### config.mk
export PLATFORM = sky130hd
export DESIGN_NAME = microwave_countdown_timer
export DESIGN_NICKNAME = d
export VERILOG_FILES = /design/src/rtl/microwave_countdown_timer.sv
export SDC_FILE = /design/constraint.sdc
export NUM_CORES = 1
export LEC_CHECK = 0
export ABC_AREA = 0
export CAP_MARGIN = 20
export CORE_MARGIN = 1
export CORE_UTILIZATION = 50
export CTS_CLUSTER_DIAMETER = 200
export DETAILED_ROUTE_END_ITERATION = 10
export GPL_ROUTABILITY_DRIVEN = 0
export PLACE_DENSITY = 0.8
export REMOVE_ABC_BUFFERS = 1
export SLEW_MARGIN = 20
export SYNTH_ARGS = -nofsm -noshare
export SYNTH_HDL_FRONTEND = slang
export SYNTH_SLANG_ARGS = --single-unit
### constraint.sdc
create_clock -name clk -period 2.95 [get_ports clk]
set_input_delay 0.59 -clock clk [delete_from_list [all_inputs] [get_ports clk]]
set_output_delay 0.59 -clock clk [all_outputs]
set_load 0.005 [all_outputs]
### src/rtl/microwave_countdown_timer.sv
// BCD mm:ss countdown core: keypad load, per-second countdown, door/pause control, done flag.
// Optional macro DONE_HOLD_EN: done is held in DONE until stop_clear or door open (default: 1-clk pulse).
module microwave_countdown_timer #(
  parameter int TICK_DIV = 100
) (
  input  logic        clk,
  input  logic        rst,
  input  logic        load,
  input  logic [15:0] din,
  input  logic        start,
  input  logic        stop_clear,
  input  logic        door_closed,
  output logic [15:0] count,
  output logic        mag_on,
  output logic        done,
  output logic [1:0]  state
);

  localparam int PW = (TICK_DIV > 1) ? $clog2(TICK_DIV) : 1;
  localparam logic [PW-1:0] PMAX = PW'(TICK_DIV - 1);

  typedef enum logic [1:0] {
    IDLE  = 2'b00,
    RUN   = 2'b01,
    PAUSE = 2'b10,
    DONE  = 2'b11
  } state_t;

  state_t        st;
  state_t        nxt_st;
  logic [PW-1:0] presc;
  logic [PW-1:0] nxt_presc;
  logic [15:0]   nxt_count;
  logic [15:0]   dec_count;
  logic          tick;

  function automatic logic [3:0] sat_digit(input logic [3:0] d, input logic [3:0] max);
    return (d > max) ? max : d;
  endfunction

  // Keypad entry may hold any nibble; force it into a legal mm:ss value.
  function automatic logic [15:0] clamp_bcd(input logic [15:0] d);
    return {sat_digit(d[15:12], 4'd9), sat_digit(d[11:8], 4'd9),
            sat_digit(d[7:4], 4'd5), sat_digit(d[3:0], 4'd9)};
  endfunction

  function automatic logic [15:0] bcd_dec(input logic [15:0] c);
    logic [15:0] r;
    r = c;
    if (c[3:0] != 4'd0) begin
      r[3:0] = c[3:0] - 4'd1;
    end else begin
      r[3:0] = 4'd9;
      if (c[7:4] != 4'd0) begin
        r[7:4] = c[7:4] - 4'd1;
      end else begin
        r[7:4] = 4'd5;
        if (c[11:8] != 4'd0) begin
          r[11:8] = c[11:8] - 4'd1;
        end else begin
          r[11:8]  = 4'd9;
          r[15:12] = c[15:12] - 4'd1;
        end
      end
    end
    return r;
  endfunction

  assign tick      = (presc == PMAX);
  assign dec_count = bcd_dec(count);

  always_comb begin
    nxt_st    = st;
    nxt_count = count;
    nxt_presc = presc;
    case (st)
      IDLE: begin
        if (!stop_clear) begin
          if (start) begin
            if (door_closed && (count != 16'h0000)) begin
              nxt_st    = RUN;
              nxt_presc = '0;
            end
          end else if (load) begin
            nxt_count = clamp_bcd(din);
          end
        end
      end
      RUN: begin
        // A tick landing on a pause is deferred: prescaler stays at PMAX.
        if (stop_clear || !door_closed) begin
          nxt_st = PAUSE;
        end else if (tick) begin
          nxt_presc = '0;
          nxt_count = dec_count;
          if (dec_count == 16'h0000) nxt_st = DONE;
        end else begin
          nxt_presc = presc + 1'b1;
        end
      end
      PAUSE: begin
        if (stop_clear) begin
          nxt_st    = IDLE;
          nxt_count = '0;
          nxt_presc = '0;
        end else if (start && door_closed) begin
          nxt_st = RUN;
        end
      end
      DONE: begin
        nxt_count = '0;
`ifdef DONE_HOLD_EN
        if (stop_clear || !door_closed) nxt_st = IDLE;
`else
        nxt_st = IDLE;
`endif
      end
      default: nxt_st = IDLE;
    endcase
  end

  always_ff @(posedge clk) begin
    if (rst) begin
      st     <= IDLE;
      count  <= '0;
      presc  <= '0;
      mag_on <= 1'b0;
      done   <= 1'b0;
    end else begin
      st     <= nxt_st;
      count  <= nxt_count;
      presc  <= nxt_presc;
      mag_on <= (nxt_st == RUN);
      done   <= (nxt_st == DONE);
    end
  end

  assign state = st;

endmodule
==> flow_metrics.env <==
export IMPL_path_clk_slew_ns=0.14
export IMPL_layout_commonest_cell="clkdlybuf4s50_1"
export IMPL_cp_end_kind="flop"
export IMPL_avgSynthCellArea_um2=7.47
export IMPL_core_area_um2=3390
export IMPL_fin_cells=327
export IMPL_drc=0
export IMPL_async_flop_share_pct=0
export IMPL_worst_ep_arrival_time_ns=2.67
export IMPL_rsz0062_at_grt="no"
export IMPL_area_delta_synth_final_pct=28.4
export IMPL_antenna_cells=0
export IMPL_synth_top_area_share_pct=30.1
export IMPL_post_cts_resized=0
export IMPL_yosys_cell_types_count=50
export IMPL_grt_ovfl_total=0
export IMPL_startpoint_type="flop"
export IMPL_slowest_stage="nor3b_1"
export IMPL_die_w_um=61.9
export IMPL_n_fill_cell=303
export IMPL_gr_max_usage_layer="met2"
export IMPL_grt_usage_pct=25.7
export IMPL_leakage_nw=0.827
export IMPL_worstPathMaxFanout=7
export IMPL_postRouteAntennaNets=0
export IMPL_routed_via_density=5.98
export IMPL_drv_cap=0
export IMPL_dp_cells=323
export IMPL_design_area_um2=2300
export IMPL_synth_edf_count=0
export IMPL_final_cell_mix="41 x clkdlybuf4s50_1, 29 x a21oi_1, 27 x nor2_1, 27 x dfxtp_1, 19 x o21ai_0"
export IMPL_skew_ns=0.00201
export IMPL_fmax_mhz=411
export IMPL_dp_hpwl_mm=3.33
export IMPL_vdd_drop_max_mv=0.193
export IMPL_start_util_pct=52.9
export IMPL_final_core_util_pct=67.9
export IMPL_hold_path_class="flop to flop"
export IMPL_dpl_cell_area_um2=2280
export IMPL_worst_path_buf_inv=1
export IMPL_num_rows=21
export IMPL_synth_area_um2=1790
export IMPL_dieArea_um2=3830
export IMPL_worstMarginPinSlew_ns=0.638
export IMPL_met1_usage_pct=36.7
export IMPL_synthFlopType="dfxtp_1"
export IMPL_hold_slack_ns=0.486
export IMPL_firstDrtPassIters=4
export IMPL_cts_sinks=27
export IMPL_ys_warnings_count=0
export IMPL_cts_hold_buf=0
export IMPL_grtUsageMet2_pct=39.9
export IMPL_fin_crit_ns=2.43
export IMPL_status="finished clean"
export IMPL_dr_total_vias=1956
export IMPL_use_met3_pct=3.52
export IMPL_path_cells="inv_1 > ha_1 > nor3b_1 > and4_1 > and3_1 > o2111ai_1 > and2_2"
export IMPL_finalHoldViolCount=0
export IMPL_grt_max_degree=19
export IMPL_finalCritPeriodShare_pct=82.5
export IMPL_power_density_nw_per_um2=363
export IMPL_cts_buffer_depth=2
export IMPL_post_cts_setup_buffers=0
export IMPL_grt_pass1_vias=1604
export IMPL_grt_pass1_wl_mm=7.33
export IMPL_maxSlewHeadroom_pct=57.3
export IMPL_fin_nets=310
export IMPL_synth_area_leader_cell="dfxtp_1"
export IMPL_cts_tree="done"
export IMPL_die_h_um=61.9
export IMPL_htreeDepth=1
export IMPL_ys_ff_latch=27
export IMPL_worstSetupPathType="flop to flop"
export IMPL_layout_drive_gt1_share_pct=7.83
export IMPL_slew_violations=0
export IMPL_drt_iter0_markers=125
export IMPL_wl_per_cell_um=14.1
export IMPL_cts_inserted_buffers=3
export IMPL_synthCells=240
export IMPL_yosys_top_cells_area="dfxtp_1 30%, a21oi_1 8.1%, nor2_1 5.7%, o21ai_0 5.3%, ha_1 4.2%"
export IMPL_clock_latency_ns=0.32
export IMPL_cts_root_buf="clkbuf_4"
export IMPL_routed_wl_mm=4.62
export IMPL_synth_seq_area_share_pct=30.1
export IMPL_max_stage_delay_ns=0.54
export IMPL_ios=42
export IMPL_antenna_found_initial=0
export IMPL_crit_required_ns=3.19
export IMPL_setup_tns_ns=0
export IMPL_path_delay_family="simple AND/OR/NAND/NOR gates"
export IMPL_setup_violations_final=0
export IMPL_io_buffer_count=41
==> flip-flops by register name (all words and copies together) (netlist names) <==
signal / cells
done: 1
presc: 7
state: 2
mag_on: 1
count: 16
==> worst register-to-register path, cell delays in order, from the launching register on <==
cell and delay (ns):
dfxtp_1 0.39, inv_1 0.12, ha_1 0.21, nor3b_1 0.54, and4_1 0.44, and3_1 0.20, o2111ai_1 0.18, and2_2 0.27
==> report_power, final <==
part           switching (mW)  internal (mW)
logic                   0.133          0.131
clock network           0.108         0.0530
registers              0.0287          0.382
total                   0.270          0.566
==> layer usage <==
metal	wire (um)	part of all wire, %
met5	0	0
met4	66	1.4
met3	302	6.5
met2	2050	44
met1	2200	48
==> path summary, 6_finish.rpt <==
path | from | endpoint | slack, ns | cells after the start
worst max-delay path | count[0]$_SDFFE_PP0P_ | mag_on$_SDFF_PP0_ | 0.52 | 7
worst max register to register | count[0]$_SDFFE_PP0P_ | mag_on$_SDFF_PP0_ | 0.52 | 7
worst min register to register | presc[1]$_SDFFE_PP0P_ | presc[1]$_SDFFE_PP0P_ | 0.49 | 2
worst min-delay path | presc[1]$_SDFFE_PP0P_ | presc[1]$_SDFFE_PP0P_ | 0.49 | 2
==> cell usage after synthesis (5+ instances only) <==
library cell	number
o21ai_0	19
dfxtp_1	27
inv_1	10
nor4_1	6
ha_1	6
nand2b_1	11
clkbuf_1	9
nor2_1	27
a21oi_1	29
or3_1	5
nand2_1	12
nand3_1	5
nor3_1	6
==> area by class of cell <==
| class | count | area, um2 | area share [%] |
|---|---|---|---|
| clock buffers | 4 | 26.3 | 1.14 |
| well taps | 46 | 57.6 | 2.50 |
| inverters | 10 | 37.5 | 1.63 |
| multi-input cells | 190 | 1160 | 50.5 |
| flip-flops and latches | 27 | 541 | 23.5 |
| repair buffers | 50 | 478 | 20.8 |
==> stage by stage <==
step | setup WS [ns] | power [mW]
2_1_floorplan | 0.702 | 0.560
3_3_place_gp | 0.296 | 0.677
3_5_place_dp | 0.286 | 0.678
4_1_cts | 0.540 | 0.837
5_1_grt | 0.391 | 0.887
6_report | 0.518 | 0.835
==> cells by family after synthesis <==
kind of cell | count (synthesis) | share of synthesized area, %
and+or+nand+nor | 104 | 32.5
AOI/OAI and AO/OA | 76 | 26.1
DFF | 27 | 30.1
buffers and inverters | 23 | 5.02
adders and majority gates | 6 | 4.19
xor gates and xnor gates | 2 | 0.977
muxes | 2 | 1.12
Note: power is estimated with default switching activity, not from simulation.
